File: src/rtl/procyon_lsu_pkg.sv
// Shared LSU types and helpers: store-queue entry states, op encodings,
// op-to-lane-mask decode and wrap-safe ROB age compare.
package procyon_lsu_pkg;

  localparam int LSU_OP_WIDTH = 4;

  typedef enum logic [LSU_OP_WIDTH-1:0] {
    LSU_OP_LB  = 4'h0,
    LSU_OP_LH  = 4'h1,
    LSU_OP_LW  = 4'h2,
    LSU_OP_LBU = 4'h4,
    LSU_OP_LHU = 4'h5,
    LSU_OP_SB  = 4'h8,
    LSU_OP_SH  = 4'h9,
    LSU_OP_SW  = 4'ha
  } lsu_op_t;

  typedef enum logic [2:0] {
    SQ_INVALID        = 3'b000,
    SQ_VALID          = 3'b001,
    SQ_MHQ_FILL_WAIT  = 3'b100,
    SQ_NONSPECULATIVE = 3'b101,
    SQ_LAUNCHED       = 3'b110
  } sq_entry_state_t;

  // Unshifted byte mask for a store op; unknown ops cover every lane.
  function automatic logic [63:0] op_lane_mask(input logic [LSU_OP_WIDTH-1:0] op,
                                               input int unsigned lanes);
    int unsigned cnt;
    logic [63:0] m;
    case (op)
      LSU_OP_SB: cnt = 1;
      LSU_OP_SH: cnt = 2;
      LSU_OP_SW: cnt = 4;
      default:   cnt = lanes;
    endcase
    m = '0;
    for (int unsigned i = 0; i < 64; i++) m[i] = (i < cnt);
    return m;
  endfunction

  // Ages are distances from the ROB head, so the compare survives tag wrap.
  function automatic logic rob_older(input logic [31:0] st_tag, input logic [31:0] ld_tag,
                                     input logic [31:0] head, input int unsigned w);
    logic [31:0] m;
    m = (w >= 32) ? 32'hffff_ffff : ((32'h1 << w) - 32'h1);
    return ((st_tag - head) & m) < ((ld_tag - head) & m);
  endfunction

endpackage

File: src/rtl/procyon_ff.sv
// Enabled register without reset, used for payload that is only meaningful while valid.
module procyon_ff #(
  parameter int OPTN_DATA_WIDTH = 1
) (
  input  logic                       clk,
  input  logic                       i_en,
  input  logic [OPTN_DATA_WIDTH-1:0] i_d,
  output logic [OPTN_DATA_WIDTH-1:0] o_q
);

  always_ff @(posedge clk) begin
    if (i_en) o_q <= i_d;
  end

endmodule

File: src/rtl/procyon_lsu_sq_fwd_match.sv
// Store-to-load forwarding compare for one SQ entry: line address, byte overlap and ROB age.
module procyon_lsu_sq_fwd_match import procyon_lsu_pkg::*; #(
  parameter int OPTN_DATA_WIDTH    = 32,
  parameter int OPTN_ADDR_WIDTH    = 32,
  parameter int OPTN_ROB_IDX_WIDTH = 5,
  localparam int L = OPTN_DATA_WIDTH / 8,
  localparam int O = $clog2(L)
) (
  input  logic                          i_ld_en,
  input  logic [OPTN_ROB_IDX_WIDTH-1:0] i_ld_tag,
  input  logic [OPTN_ADDR_WIDTH-1:0]    i_ld_addr,
  input  logic [L-1:0]                  i_ld_mask,
  input  logic [OPTN_ROB_IDX_WIDTH-1:0] i_rob_head_tag,
  input  logic                          i_st_valid,
  input  logic                          i_st_nonspec,
  input  logic [OPTN_ROB_IDX_WIDTH-1:0] i_st_tag,
  input  logic [OPTN_ADDR_WIDTH-1:0]    i_st_addr,
  input  logic [L-1:0]                  i_st_mask,
  input  logic [OPTN_DATA_WIDTH-1:0]    i_st_data,
  output logic                          o_fwd_hit,
  output logic                          o_fwd_full,
  output logic [L-1:0]                  o_fwd_mask,
  output logic [OPTN_DATA_WIDTH-1:0]    o_fwd_data
);

  logic         older;
  logic         line_eq;
  logic [L-1:0] overlap;
  logic         unused_lo;

  // A store past retirement is architectural, hence older than any in-flight load.
  assign older   = i_st_nonspec |
                   rob_older(32'(i_st_tag), 32'(i_ld_tag), 32'(i_rob_head_tag), OPTN_ROB_IDX_WIDTH);
  assign line_eq = (i_ld_addr[OPTN_ADDR_WIDTH-1:O] == i_st_addr[OPTN_ADDR_WIDTH-1:O]);
  assign overlap = i_ld_mask & i_st_mask;

  assign o_fwd_hit  = i_ld_en & i_st_valid & older & line_eq & (|overlap);
  assign o_fwd_full = o_fwd_hit & ((i_ld_mask & ~i_st_mask) == '0);
  assign o_fwd_mask = o_fwd_hit ? overlap : '0;

  for (genvar i = 0; i < L; i++) begin : g_lane
    assign o_fwd_data[8*i +: 8] = o_fwd_mask[i] ? i_st_data[8*i +: 8] : 8'h00;
  end

  assign unused_lo = ^{i_ld_addr[O-1:0], i_st_addr[O-1:0]};

endmodule

File: src/rtl/procyon_srff.sv
// Enabled register with asynchronous active-low reset to a parameterised value.
module procyon_srff #(
  parameter int                         OPTN_DATA_WIDTH  = 1,
  parameter logic [OPTN_DATA_WIDTH-1:0] OPTN_RESET_VALUE = '0
) (
  input  logic                       clk,
  input  logic                       n_rst,
  input  logic                       i_en,
  input  logic [OPTN_DATA_WIDTH-1:0] i_set,
  output logic [OPTN_DATA_WIDTH-1:0] o_q
);

  always_ff @(posedge clk or negedge n_rst) begin
    if (!n_rst)    o_q <= OPTN_RESET_VALUE;
    else if (i_en) o_q <= i_set;
  end

endmodule

File: src/rtl/procyon_lsu_sq_fwd_entry.sv
// One store-queue entry: lifecycle FSM, retry counter and optional load forwarding.
// Forwarding is built only when PROCYON_SQ_FWD_EN is defined; otherwise o_fwd_* are 0.
module procyon_lsu_sq_fwd_entry import procyon_lsu_pkg::*; #(
  parameter int OPTN_DATA_WIDTH      = 32,
  parameter int OPTN_ADDR_WIDTH      = 32,
  parameter int OPTN_ROB_IDX_WIDTH   = 5,
  parameter int OPTN_RETRY_CNT_WIDTH = 3,
  localparam int L = OPTN_DATA_WIDTH / 8,
  localparam int O = $clog2(L)
) (
  input  logic                          clk,
  input  logic                          n_rst,
  input  logic                          i_flush,
  input  logic [OPTN_ROB_IDX_WIDTH-1:0] i_rob_head_tag,
  input  logic                          i_alloc_en,
  input  logic [LSU_OP_WIDTH-1:0]       i_alloc_op,
  input  logic [OPTN_ROB_IDX_WIDTH-1:0] i_alloc_tag,
  input  logic [OPTN_ADDR_WIDTH-1:0]    i_alloc_addr,
  input  logic [OPTN_DATA_WIDTH-1:0]    i_alloc_data,
  input  logic                          i_rob_retire_en,
  input  logic [OPTN_ROB_IDX_WIDTH-1:0] i_rob_retire_tag,
  output logic                          o_rob_retire_ack,
  input  logic                          i_retire_en,
  output logic [LSU_OP_WIDTH-1:0]       o_retire_op,
  output logic [OPTN_ROB_IDX_WIDTH-1:0] o_retire_tag,
  output logic [OPTN_ADDR_WIDTH-1:0]    o_retire_addr,
  output logic [OPTN_DATA_WIDTH-1:0]    o_retire_data,
  output logic [L-1:0]                  o_retire_mask,
  input  logic                          i_update_en,
  input  logic                          i_update_retry,
  input  logic                          i_update_replay,
  input  logic                          i_update_mhq_retry,
  input  logic                          i_update_mhq_replay,
  input  logic                          i_mhq_fill_en,
  input  logic                          i_ld_en,
  input  logic [OPTN_ROB_IDX_WIDTH-1:0] i_ld_tag,
  input  logic [OPTN_ADDR_WIDTH-1:0]    i_ld_addr,
  input  logic [L-1:0]                  i_ld_mask,
  output logic                          o_fwd_hit,
  output logic                          o_fwd_full,
  output logic [L-1:0]                  o_fwd_mask,
  output logic [OPTN_DATA_WIDTH-1:0]    o_fwd_data,
  output logic                          o_empty,
  output logic                          o_retirable,
  output logic                          o_nonspeculative,
  output logic                          o_retry_limit
);

  localparam int PW = LSU_OP_WIDTH + OPTN_ROB_IDX_WIDTH + OPTN_ADDR_WIDTH + OPTN_DATA_WIDTH + L;

  sq_entry_state_t                 state_q, state_d;
  logic [2:0]                      state_r;
  logic [OPTN_RETRY_CNT_WIDTH-1:0] retry_q, retry_d;
  logic                            alloc_accept;
  logic                            rob_match;
  logic [O-1:0]                    offset;
  logic [L-1:0]                    alloc_mask;
  logic [OPTN_DATA_WIDTH-1:0]      alloc_data;

  assign offset       = i_alloc_addr[O-1:0];
  assign alloc_mask   = L'(op_lane_mask(i_alloc_op, L)) << offset;
  assign alloc_data   = i_alloc_data << {offset, 3'b000};
  assign alloc_accept = i_alloc_en & ~i_flush & (state_q == SQ_INVALID);
  assign rob_match    = i_rob_retire_en & (i_rob_retire_tag == o_retire_tag);

  always_comb begin
    state_d = state_q;
    case (state_q)
      SQ_INVALID:        if (i_alloc_en & ~i_flush) state_d = SQ_VALID;
      SQ_VALID: begin
        if (i_flush)        state_d = SQ_INVALID;
        else if (rob_match) state_d = SQ_NONSPECULATIVE;
      end
      SQ_MHQ_FILL_WAIT:  if (i_mhq_fill_en) state_d = SQ_NONSPECULATIVE;
      SQ_NONSPECULATIVE: if (i_retire_en)   state_d = SQ_LAUNCHED;
      SQ_LAUNCHED: begin
        if (i_flush) state_d = SQ_NONSPECULATIVE;
        else if (i_update_en) begin
          if (i_update_retry & (i_update_replay | i_update_mhq_replay))
            state_d = SQ_NONSPECULATIVE;
          else if (i_update_retry & i_update_mhq_retry)
            state_d = i_mhq_fill_en ? SQ_NONSPECULATIVE : SQ_MHQ_FILL_WAIT;
          else
            state_d = SQ_INVALID;
        end
      end
      default:           state_d = SQ_INVALID;
    endcase
  end

  always_comb begin
    retry_d = retry_q;
    if (alloc_accept) retry_d = '0;
    else if ((state_q == SQ_LAUNCHED) & i_update_en & i_update_retry & ~(&retry_q))
      retry_d = retry_q + 1'b1;
  end

  procyon_srff #(.OPTN_DATA_WIDTH(3), .OPTN_RESET_VALUE(SQ_INVALID)) state_srff (
    .clk, .n_rst, .i_en(1'b1), .i_set(state_d), .o_q(state_r)
  );
  assign state_q = sq_entry_state_t'(state_r);

  procyon_srff #(.OPTN_DATA_WIDTH(OPTN_RETRY_CNT_WIDTH), .OPTN_RESET_VALUE('0)) retry_srff (
    .clk, .n_rst, .i_en(1'b1), .i_set(retry_d), .o_q(retry_q)
  );

  procyon_ff #(.OPTN_DATA_WIDTH(PW)) payload_ff (
    .clk,
    .i_en(alloc_accept),
    .i_d({i_alloc_op, i_alloc_tag, i_alloc_addr, alloc_data, alloc_mask}),
    .o_q({o_retire_op, o_retire_tag, o_retire_addr, o_retire_data, o_retire_mask})
  );

  assign o_rob_retire_ack = (state_q == SQ_VALID) & ~i_flush & rob_match;
  assign o_empty          = (state_q == SQ_INVALID);
  assign o_retirable      = (state_q == SQ_NONSPECULATIVE);
  assign o_nonspeculative = state_q[2];
  assign o_retry_limit    = &retry_q;

`ifdef PROCYON_SQ_FWD_EN
  procyon_lsu_sq_fwd_match #(
    .OPTN_DATA_WIDTH(OPTN_DATA_WIDTH), .OPTN_ADDR_WIDTH(OPTN_ADDR_WIDTH),
    .OPTN_ROB_IDX_WIDTH(OPTN_ROB_IDX_WIDTH)
  ) fwd_match (
    .i_ld_en, .i_ld_tag, .i_ld_addr, .i_ld_mask, .i_rob_head_tag,
    .i_st_valid(state_q != SQ_INVALID), .i_st_nonspec(state_q[2]),
    .i_st_tag(o_retire_tag), .i_st_addr(o_retire_addr), .i_st_mask(o_retire_mask),
    .i_st_data(o_retire_data),
    .o_fwd_hit, .o_fwd_full, .o_fwd_mask, .o_fwd_data
  );
`else
  logic unused_ld;
  assign unused_ld  = ^{i_ld_en, i_ld_tag, i_ld_addr, i_ld_mask, i_rob_head_tag};
  assign o_fwd_hit  = 1'b0;
  assign o_fwd_full = 1'b0;
  assign o_fwd_mask = '0;
  assign o_fwd_data = '0;
`endif

`ifndef SYNTHESIS
  // Allocating over a live entry would corrupt an in-flight store.
  always @(posedge clk) begin
    if (n_rst && i_alloc_en) assert (state_q == SQ_INVALID);
  end
`endif

endmodule
File: config.mk
export PLATFORM = sky130hd
export DESIGN_NAME = procyon_lsu_sq_fwd_entry
export DESIGN_NICKNAME = d
export VERILOG_FILES = /design/src/rtl/procyon_lsu_pkg.sv /design/src/rtl/procyon_ff.sv /design/src/rtl/procyon_lsu_sq_fwd_match.sv /design/src/rtl/procyon_srff.sv /design/src/rtl/procyon_lsu_sq_fwd_entry.sv
export SDC_FILE = /design/constraint.sdc
export NUM_CORES = 1
export LEC_CHECK = 0
export CAP_MARGIN = 20
export CORE_MARGIN = 2
export CORE_UTILIZATION = 25
export DETAILED_ROUTE_END_ITERATION = 6
export MAX_ROUTING_LAYER = met4
export PLACE_DENSITY = 0.7
export SLEW_MARGIN = 20
export SYNTH_ARGS = -nofsm -noshare
export SYNTH_HDL_FRONTEND = slang
export SYNTH_SLANG_ARGS = --single-unit
File: constraint.sdc
create_clock -name clk -period 14.3 [get_ports clk]
set_input_delay 2.145 -clock clk [delete_from_list [all_inputs] [get_ports clk]]
set_output_delay 2.145 -clock clk [all_outputs]
set_load 0.005 [all_outputs]
# Yosys cells after proc, flatten, opt, wreduce, memory -nomap -nowiden
# Index checks and enable logic that the tools add are counted.
# totals
in_bits	137
ff_bits	83
output_inout_bits	120
# op_classes
bitwise_logic	13
n_eq_ne	12
n_lt_le_gt_ge	4
addsub	1
mux	14
reduce_logical	4
shifts	2
# ops
cell	n
< comparator 1 x 32 -> 1 bit, first input constant	2
< comparator 2 x 32 -> 1 bit, first input constant	2
two-way mux 3 bit	11
<< shifter 32 x 5 -> 32 bit	1
case mux 3 bit (5 select lines)	1
bitwise AND 1 bit	10
equality test 3 bit, second input constant	3
equality test 4 bit, second input constant	2
!= test 3 bit, second input constant	2
case mux 3 bit (2 select lines)	1
equality test 5 bit	1
AND reduction 5 bit	1
!= test 2 bit, second input constant	2
<< shifter 4 x 2 -> 4 bit	1
adder 3 x 1 -> 3 bit, second input constant	1
equality test 3 x 1 -> 1 bit, second input constant	1
zero test 3 bit	1
AND reduction 3 bit	1
!= test 2 x 1 -> 1 bit, second input constant	1
inverter 1 bit	2
nonzero test 2 bit	1
two-way mux 1 bit	1
bitwise OR 1 bit	1

# Longest topological paths before layout
# Gate-level depths: netlist of run 1.
# logic_depth
ltp_word	6
ltp_mapped	8
mapped_depth_nobuf	8

# By module
# A second synthesis of run 1 with hierarchy kept.
# hier_totals
cells_unflattened	272
hier_area_um2	3803.6
# modules_own_cells
module	instances	area_per_inst_um2	cells_per_inst
procyon_ff	1	2312.2	77
procyon_lsu_sq_fwd_entry	1	1273.7	183
procyon_srff	2	108.9	6

# Least setup slack after synthesis of run 1
# No wires, ideal clock.
# synth_path
kind	input port to flip-flop
startpoint	input port i_flush
endpoint	register payload_ff.o_q[0] (enable)
t_required_ns	13.738
cell_stages	2
path_slack_ns	7.139
t_arrival_ns	6.599
path_buffers	0
path_cell_list	nand2b_1 nor4_2
# synth_via
elab_chain_len	3
# synth_lines
item	line_no	source
start, declared	procyon_lsu_sq_fwd_entry.sv:13	input logic i_flush,
inverter 1 bit	procyon_lsu_sq_fwd_entry.sv:63	assign alloc_accept = i_alloc_en & ~i_flush & (state_q == SQ_INVALID);
bitwise AND 1 bit (2 in series)	procyon_lsu_sq_fwd_entry.sv:63	
net alloc_accept	procyon_lsu_sq_fwd_entry.sv:54	logic alloc_accept;
end signal, assigned	procyon_ff.sv:12	if (i_en) o_q <= i_d;
end, declared	procyon_ff.sv:8	output logic [OPTN_DATA_WIDTH-1:0] o_q
# The timed path passes the listed nets, and every way through them passes these cells.
# A chain may end at the register's enable or synchronous reset.

# Final worst setup path of run 1
# layout_path
startpoint	input port i_flush
endpoint	output port o_rob_retire_ack
# layout_via
elab_chain_len	3
# layout_lines
item	line_no	source
inverter 1 bit	procyon_lsu_sq_fwd_entry.sv:114	assign o_rob_retire_ack = (state_q == SQ_VALID) & ~i_flush & rob_match;
bitwise AND 1 bit (2 in series)	procyon_lsu_sq_fwd_entry.sv:114	
end, declared	procyon_lsu_sq_fwd_entry.sv:22	output logic o_rob_retire_ack,
# No other way between the ends.

==> impl_metrics.env, run 1 <==
export IMPL_first_pass_iters=6
export IMPL_antenna_cells=0
export IMPL_h_tree_depth=3
export IMPL_crit_chain="clkdlybuf4s50_1 -> nand4bb_1 -> nor4_1 -> nand3_1 -> nor2_1 -> clkdlybuf4s50_1"
export IMPL_critPathMaxFanout=4
export IMPL_ios=257
export IMPL_yosysTopAreaCell="edfxtp_1"
export IMPL_required_ns=12.15
export IMPL_fin_nets=582
export IMPL_setup_tns_ns=0
export IMPL_dieArea_um2=15900
export IMPL_start_util_pct=25.6
export IMPL_die_y_um=126
export IMPL_grt_pass1_vias=2638
export IMPL_synth_area_leaders="edfxtp_1, buf_4, mux2i_1"
export IMPL_critPathKind="primary input to primary output"
export IMPL_holdCritStartpoint="retry_srff.o_q[2]"
export IMPL_critPathArrivalTime_ns=3.80
export IMPL_numPortBuffers=171
export IMPL_ant_nets=0
export IMPL_critPathSlowestCell="clkdlybuf4s50_1"
export IMPL_finClkSkew_ns=0.00566
export IMPL_drv_cap=0
export IMPL_num_rows=44
export IMPL_synth_seq_cells=83
export IMPL_synth_top_area_share_pct=61.9
export IMPL_num_fill_cells=1341
export IMPL_die_x_um=126
export IMPL_cp_common_cell="clkdlybuf4s50_1"
export IMPL_multi_input_area_um2=1060
export IMPL_setup_viol=0
export IMPL_grt_overflow=0
export IMPL_reg2reg_depth=2
export IMPL_fin_crit_sh_pct=41.6
export IMPL_slowest_delay_ns=0.50
export IMPL_synth_edf_count=77
export IMPL_avgRoutedWirePerCell_um=15.1
export IMPL_post_cts_resized=0
export IMPL_vdd_drop_max_uv=45.8
export IMPL_cts_path_max_buffers=2
export IMPL_holdBufCountCts=0
export IMPL_setup_slack_ns=8.35
export IMPL_worstReg2RegEnd="payload_ff.o_q[31]"
export IMPL_cts_root_buf="clkbuf_16"
export IMPL_critPathBufInv=2
export IMPL_holdWs_ns=0.539
export IMPL_drv_slew=0
export IMPL_mostFrequentLayoutCell="clkdlybuf4s50_1"
export IMPL_powerDensity_nw_per_um2=117
export IMPL_yosysWarnings=0
export IMPL_grt_pass1_wl_um=14200
export IMPL_reg2reg_setup_slack_ns=12.21
export IMPL_post_cts_buffers=0
export IMPL_clock_sinks=83
export IMPL_rsz0062_at_grt="no"
export IMPL_holdPathStages=2
export IMPL_max_freq_mhz=168
export IMPL_drt_vias_per_instance=4.26
export IMPL_route_detailed_drc=4
export IMPL_path_clk_slew_ns=0.06
export IMPL_synth_cell_area_um2=3740
export IMPL_status="finished, violations left"
export IMPL_synthDistinctLibCells=39
export IMPL_clk_latency_ns=0.34
export IMPL_max_slew_margin_pct=28.7
export IMPL_synth_cells=268
export IMPL_grt_max_degree=81
export IMPL_num_vias=2678
export IMPL_synth_top_flop_cell="edfxtp_1"
export IMPL_pre_cts_slack_ns=8.34
export IMPL_timing_worst_slew_pin_value_ns=1.07
export IMPL_post_dp_hpwl_um=6930
export IMPL_fin_crit_ns=5.95
export IMPL_cts_inserted_buffers=9
export IMPL_gp_congestion=0.808
export IMPL_worstHoldEndpoint="retry_srff.o_q[2]"
export IMPL_violations="DRC"
export IMPL_r2r_start="state_srff.o_q[0]"
export IMPL_register_area_um2=2460
export IMPL_grt_antenna_before_repair=0
export IMPL_p_total_mw=0.680
export IMPL_dr_first_iter_drc_count=101
export IMPL_fp_coreArea_um2=14600
export IMPL_hold_violations=0
export IMPL_p_leak_nw=2.12
export IMPL_final_cell_mix="clkdlybuf4s50_1, edfxtp_1, conb_1, mux2i_1, nor2_1"
export IMPL_cp_top_family="buffers and inverters"
export IMPL_area_delta_synth_final_pct=55.0
export IMPL_postSynthAreaPerCell_um2=13.9
export IMPL_hp_class="flop to flop"
export IMPL_cts_tree="built"
export IMPL_track_usage_pct=12.2
export IMPL_crit_path_end_kind="primary output"
export IMPL_drive_gt1_share_pct=6.07
export IMPL_ys_seq_area_share_pct=65.9
export IMPL_fin_util_pct=39.7
export IMPL_startpoint_type="primary input"
export IMPL_wl_um=9470
export IMPL_synth_async_reset_ratio_pct=7.23
cells by family after synthesis:
group                      after synthesis  synth area share [%]
adders and majority gates                5                  1.67
other                                    1                 0.100
buffers and inverters                   54                  9.67
AOI/OAI and AO/OA                       36                  6.13
DFF                                     83                  65.9
and+or+nand+nor                         62                  9.44
xor gates and xnor gates                 6                  1.41
muxes                                   21                  5.69
how the worst max path moves through the flow:
stage          slack (ns)  cells after the start           endpoint    start
2_1_floorplan        7.14                      2  payload_ff.o_q[0]  i_flush
5_1_grt              8.20                      6   o_rob_retire_ack  i_flush
4_1_cts              8.33                      6   o_rob_retire_ack  i_flush
3_5_place_dp         8.34                      6   o_rob_retire_ack  i_flush
3_3_place_gp         8.30                      6   o_rob_retire_ack  i_flush
6_report             8.35                      6   o_rob_retire_ack  i_flush
report_power, final:
part | internal [mW] | switching [mW] | total, mW
registers | 0.299 | 0.0169 | 0.316
logic | 0.0777 | 0.0523 | 0.130
clock network | 0.136 | 0.0976 | 0.234
metal layers:
layer	vias up	global-route usage [%]	part of all wire (%)
met1	1256	13.9	41
met5	-	-	0
met4	0	4.27	0.81
met2	171	19.3	48
met3	6	5.23	11
li1	1245	-	-
synth_stat cells (2+ instances only):
master	instances
nand3_1	2
buf_4	38
and2_1	8
dfrtp_1	6
a211oi_1	9
nand2b_1	2
and3b_1	2
edfxtp_1	77
inv_1	4
xnor2_1	3
xor2_1	3
nor2b_1	11
buf_2	7
mux2_2	2
clkbuf_1	3
mux2i_1	19
nor3_1	3
ha_1	5
o21a_1	2
o21ai_0	7
o22ai_1	3
nand2_1	12
nor2_1	15
a21oi_1	10
registers in the layout (all words and copies together), names as in the netlist:
signal,count
payload_ff.o_q,77
retry_srff.o_q,3
state_srff.o_q,3
stage by stage:
step,std cells,instance area (µm²)
floorplan,305,3880
global placement,613,5490
detailed placement,613,5490
CTS,629,5790
global route,629,5790
finish,629,5790
final cells by class:
type | instances | area share [%]
clock buffer | 9 | 3.89
clock inverter | 7 | 1.30
inverter | 4 | 0.259
multi-input combinational | 168 | 18.3
sequential | 83 | 42.5
tap | 184 | 3.97
timing repair buffer | 174 | 29.8
tightest hold or removal path, cell delays in order, from the launching register on:
cell and delay (ns):
dfrtp_1 0.35, mux2i_1 0.07, nor2_1 0.08
Note: power is estimated with default switching activity, not from simulation.
==> run 2, diff against run 1 <==
PLACE_DENSITY = 0.73   (was 0.7)
clock period = 5.45 ns   (was 14.3 ns; I/O delays follow)
==> impl_metrics.env, run 2 (synthesis gave the netlist of run 1 again) <==
export IMPL_antenna_cells=0
export IMPL_num_rows=44
export IMPL_hp_class="flop to flop"
export IMPL_finClkSkew_ns=0.0131
export IMPL_largest_reg_flops=77
export IMPL_cts_tree="built"
export IMPL_holdWs_ns=0.532
export IMPL_dr_first_iter_drc_count=119
export IMPL_setup_tns_ns=0
export IMPL_num_vias=2639
export IMPL_grt_max_degree=56
export IMPL_p_int_mw=1.40
export IMPL_holdBufCountCts=0
export IMPL_grt_util_met3_pct=3.70
export IMPL_clockPowerShare_pct=36.5
export IMPL_post_cts_resized=0
export IMPL_grt_antenna_before_repair=0
export IMPL_ant_nets=0
export IMPL_fin_nets=584
export IMPL_p_leak_nw=2.16
export IMPL_critPathArrivalTime_ns=2.45
export IMPL_path_clk_slew_ns=0.06
export IMPL_status="finished, final reports clean"
export IMPL_drive_gt1_share_pct=6.71
export IMPL_top_usage_layer="met2"
export IMPL_ios=257
export IMPL_max_freq_mhz=306
export IMPL_startpoint_type="primary input"
export IMPL_drv_slew=0
export IMPL_mostFrequentLayoutCell="clkdlybuf4s50_1"
export IMPL_vdd_drop_max_uv=131
export IMPL_avgRoutedWirePerCell_um=15.2
export IMPL_fin_crit_sh_pct=60.0
export IMPL_clock_sinks=83
export IMPL_crit_path_end_kind="primary output"
export IMPL_fp_coreArea_um2=14600
export IMPL_critPathKind="primary input to primary output"
export IMPL_area_delta_synth_final_pct=56.1
export IMPL_first_pass_iters=6
export IMPL_die_x_um=126
export IMPL_cts_inserted_buffers=9
export IMPL_num_fill_cells=1340
export IMPL_critPathMaxFanout=4
export IMPL_drv_cap=0
export IMPL_largest_registers="payload_ff.o_q x77, retry_srff.o_q x3, state_srff.o_q x3"
export IMPL_timing_worst_slew_pin_value_ns=0.799
export IMPL_rsz0062_at_grt="no"
export IMPL_fin_crit_ns=3.27
export IMPL_hold_violations=0
export IMPL_met2_usage_pct=19.4
export IMPL_route_detailed_drc=0
export IMPL_grt_pass1_wl_um=14300
export IMPL_clk_latency_ns=0.35
export IMPL_post_dp_hpwl_um=7260
export IMPL_max_slew_margin_pct=46.5
export IMPL_start_util_pct=25.6
export IMPL_die_y_um=126
export IMPL_swShare_pct=24.2
export IMPL_powerDensity_nw_per_um2=316
export IMPL_gp_congestion=0.840
export IMPL_grt_pass1_vias=2624
export IMPL_final_cell_mix="clkdlybuf4s50_1, edfxtp_1, conb_1, mux2i_1, nor2_1"
export IMPL_grt_util_met1_pct=14.4
export IMPL_setup_viol=0
export IMPL_required_ns=4.63
export IMPL_numPortBuffers=171
export IMPL_largest_register="payload_ff.o_q"
export IMPL_p_seq_share_pct=45.0
export IMPL_combPwrFrac_pct=18.6
export IMPL_post_cts_buffers=0
export IMPL_track_usage_pct=12.4
export IMPL_multi_input_area_um2=1060
export IMPL_dieArea_um2=15900
export IMPL_h_tree_depth=3
export IMPL_grt_overflow=0
export IMPL_cts_path_max_buffers=2
export IMPL_register_area_um2=2460
export IMPL_cts_root_buf="clkbuf_16"
export IMPL_drt_vias_per_instance=4.18
export IMPL_power_switching_mw=0.447
export IMPL_wl_um=9590
## run 2: changes by cell type in the layout (fill, tap and decap cells not counted)
cell        before  now
inv_8            0    1
bufinv_16        1    2
clkinvlp_4       2    0
clkinv_2         0    1
buf_4            3    5
inv_6            2    3
clkinv_1         1    0
clkinv_4         1    0
## run 2: metrics by stage
stage	instance area, µm²	std cells	setup slack [ns]	util [%]	power, mW
finish	5840	631	2.18	40.0	1.84
global route	5840	631	2.06	40.0	1.93
CTS	5840	631	2.17	40.0	1.88
detailed placement	5510	615	2.18	37.8	1.19
global placement	5510	615	2.16	37.8	1.18
floorplan	3880	305	1.48	-	0.998
## run 2: worst paths after layout
check                                       start                 end  slack [ns]  cells after the start
worst max-delay path                      i_flush    o_rob_retire_ack        2.18                      6
worst min-delay path            retry_srff.o_q[2]   retry_srff.o_q[2]        0.53                      2
worst max register to register  state_srff.o_q[2]  payload_ff.o_q[34]        3.63                      2
worst min register to register  retry_srff.o_q[2]   retry_srff.o_q[2]        0.53                      2
max in group asynchronous                   n_rst   state_srff.o_q[0]        4.49                      1
min in group asynchronous                   n_rst   state_srff.o_q[1]        0.73                      1
## run 2: area by class of cell
class,instances,area share (%)
Clock buffer,9,3.86
Clock inverter,7,1.76
Inverter,4,0.257
Multi-Input combinational cell,168,18.2
Sequential cell,83,42.2
Tap cell,184,3.95
Timing Repair Buffer,176,29.8
## run 2: power by group through the flow
stage	clock network [mW]	registers, mW	logic [mW]
global placement	0	0.841	0.341
finish	0.673	0.829	0.342
CTS	0.698	0.830	0.349
global route	0.725	0.838	0.370
floorplan	0	0.828	0.170
detailed placement	0	0.844	0.348
## run 2: per-layer routing
metal / wire length, µm / vias up / part of all wire [%]
li1: - / 1250 / -
met1: 4150 / 1212 / 43
met2: 4430 / 162 / 46
met3: 759 / 15 / 7.9
met4: 250 / 0 / 2.6
met5: 0 / - / 0
## run 2: critical path, stage by stage
cell and delay (ns):
clkdlybuf4s50_1 0.46, nand4bb_1 0.20, nor4_1 0.23, nand3_1 0.14, nor2_1 0.10, clkdlybuf4s50_1 0.51
==> run 3, diff against run 2 <==
PLACE_DENSITY = 0.7   (was 0.73)
clock period = 3.4 ns   (was 5.45 ns; I/O delays follow)
==> impl_metrics.env, run 3 (synthesis gave the netlist of run 1 again) <==
export IMPL_status="finished, final reports clean"
export IMPL_avgRoutedWirePerCell_um=15.4
export IMPL_dieArea_um2=15900
export IMPL_dr_first_iter_drc_count=121
export IMPL_critPathKind="primary input to primary output"
export IMPL_setup_viol=0
export IMPL_r2r_start="state_srff.o_q[2]"
export IMPL_max_freq_mhz=361
export IMPL_grt_pass1_wl_um=14400
export IMPL_grt_antenna_before_repair=0
export IMPL_rsz0062_at_grt="no"
export IMPL_reg2reg_depth=2
export IMPL_die_y_um=126
export IMPL_largest_registers="payload_ff.o_q x77, retry_srff.o_q x3, state_srff.o_q x3"
export IMPL_start_util_pct=25.6
export IMPL_fin_crit_sh_pct=81.5
export IMPL_final_cell_mix="clkdlybuf4s50_1, edfxtp_1, conb_1, mux2i_1, nor2_1"
export IMPL_antenna_cells=0
export IMPL_cts_path_max_buffers=2
export IMPL_route_detailed_drc=0
export IMPL_critPathMaxFanout=4
export IMPL_drive_gt1_share_pct=6.73
export IMPL_wl_um=9730
export IMPL_post_cts_resized=0
export IMPL_worstReg2RegEnd="payload_ff.o_q[11]"
export IMPL_cp_endpoint="o_rob_retire_ack"
export IMPL_holdBufCountCts=0
export IMPL_critPathArrivalTime_ns=2.26
export IMPL_drt_vias_per_instance=4.23
export IMPL_fp_coreArea_um2=14600
export IMPL_track_usage_pct=12.2
export IMPL_h_tree_depth=3
export IMPL_ant_nets=0
export IMPL_powerDensity_nw_per_um2=484
export IMPL_num_rows=44
export IMPL_fin_nets=583
export IMPL_startpoint_type="primary input"
export IMPL_max_slew_margin_pct=45.7
export IMPL_stdcell_area_um2=5790
export IMPL_vdd_drop_max_uv=236
export IMPL_cts_inserted_buffers=9
export IMPL_die_x_um=126
export IMPL_num_vias=2666
export IMPL_path_clk_slew_ns=0.07
export IMPL_grt_max_degree=63
export IMPL_placed_area_um2=5510
export IMPL_p_leak_nw=2.14
export IMPL_fin_util_pct=39.7
export IMPL_post_dp_hpwl_um=7150
export IMPL_cts_root_buf="clkbuf_16"
export IMPL_num_fill_cells=1345
export IMPL_timing_worst_slew_pin_value_ns=0.814
export IMPL_clk_latency_ns=0.34
export IMPL_gp_congestion=0.822
export IMPL_required_ns=2.89
export IMPL_largest_register="payload_ff.o_q"
export IMPL_holdWs_ns=0.416
export IMPL_largest_reg_flops=77
export IMPL_setup_slack_ns=0.629
export IMPL_cts_tree="built"
export IMPL_mostFrequentLayoutCell="clkdlybuf4s50_1"
export IMPL_drv_cap=0
export IMPL_crit_path_end_kind="primary output"
export IMPL_drv_slew=0
export IMPL_post_cts_buffers=0
export IMPL_pre_cts_slack_ns=0.639
export IMPL_fin_crit_ns=2.77
export IMPL_ios=257
export IMPL_p_total_mw=2.80
export IMPL_cp_startpoint="i_flush"
export IMPL_numPortBuffers=171
export IMPL_area_delta_synth_final_pct=54.8
export IMPL_clock_sinks=83
export IMPL_hp_class="primary input to asynchronous set/reset pin"
export IMPL_grt_pass1_vias=2595
export IMPL_first_pass_iters=4
export IMPL_hold_violations=0
export IMPL_reg2reg_setup_slack_ns=1.43
export IMPL_finClkSkew_ns=0.00865
export IMPL_grt_overflow=0
-- run 3: worst min-delay path by stage --
stage | from | cells after the start | slack (ns) | to
finish | n_rst | 1 | 0.42 | retry_srff.o_q[2]
global placement | retry_srff.o_q[1] | 2 | 0.51 | retry_srff.o_q[1]
global route | n_rst | 1 | 0.42 | retry_srff.o_q[2]
CTS | n_rst | 1 | 0.41 | retry_srff.o_q[2]
detailed placement | retry_srff.o_q[2] | 2 | 0.53 | retry_srff.o_q[2]
floorplan | n_rst | 0 | 0.21 | retry_srff.o_q[0]
-- run 3: power breakdown --
group	internal (mW)	switching, mW
logic	0.330	0.220
registers	1.26	0.0782
clock network	0.501	0.416
-- run 3: per-layer routing --
| layer | track usage, % | vias to the layer above | part of all wire [%] |
|---|---|---|---|
| li1 | - | 1241 | - |
| met1 | 14.0 | 1255 | 42 |
| met2 | 19.6 | 157 | 48 |
| met3 | 3.82 | 13 | 8.0 |
| met4 | 5.69 | 0 | 2.1 |
| met5 | - | - | 0 |
-- run 3: final cells by class --
cell class | count | area, µm² | area share (%)
Clock buffer | 9 | 225 | 3.89
Clock inverter | 7 | 51.3 | 0.886
Inverter | 4 | 15.0 | 0.259
Multi-Input combinational cell | 168 | 1070 | 18.5
Sequential cell | 83 | 2460 | 42.6
Tap cell | 184 | 230 | 3.98
Timing Repair Buffer | 175 | 1730 | 29.9
-- run 3: critical path, stage by stage --
cell,delay [ns]
clkdlybuf4s50_1,0.48
nand4bb_1,0.24
nor4_1,0.27
nand3_1,0.15
nor2_1,0.11
clkdlybuf4s50_1,0.51
-- run 3: metrics by stage --
stage / cells / setup TNS, ns
floorplan: 305 / -17.39
global placement: 614 / 0
detailed placement: 614 / 0
CTS: 630 / 0
global route: 630 / 0
finish: 630 / 0
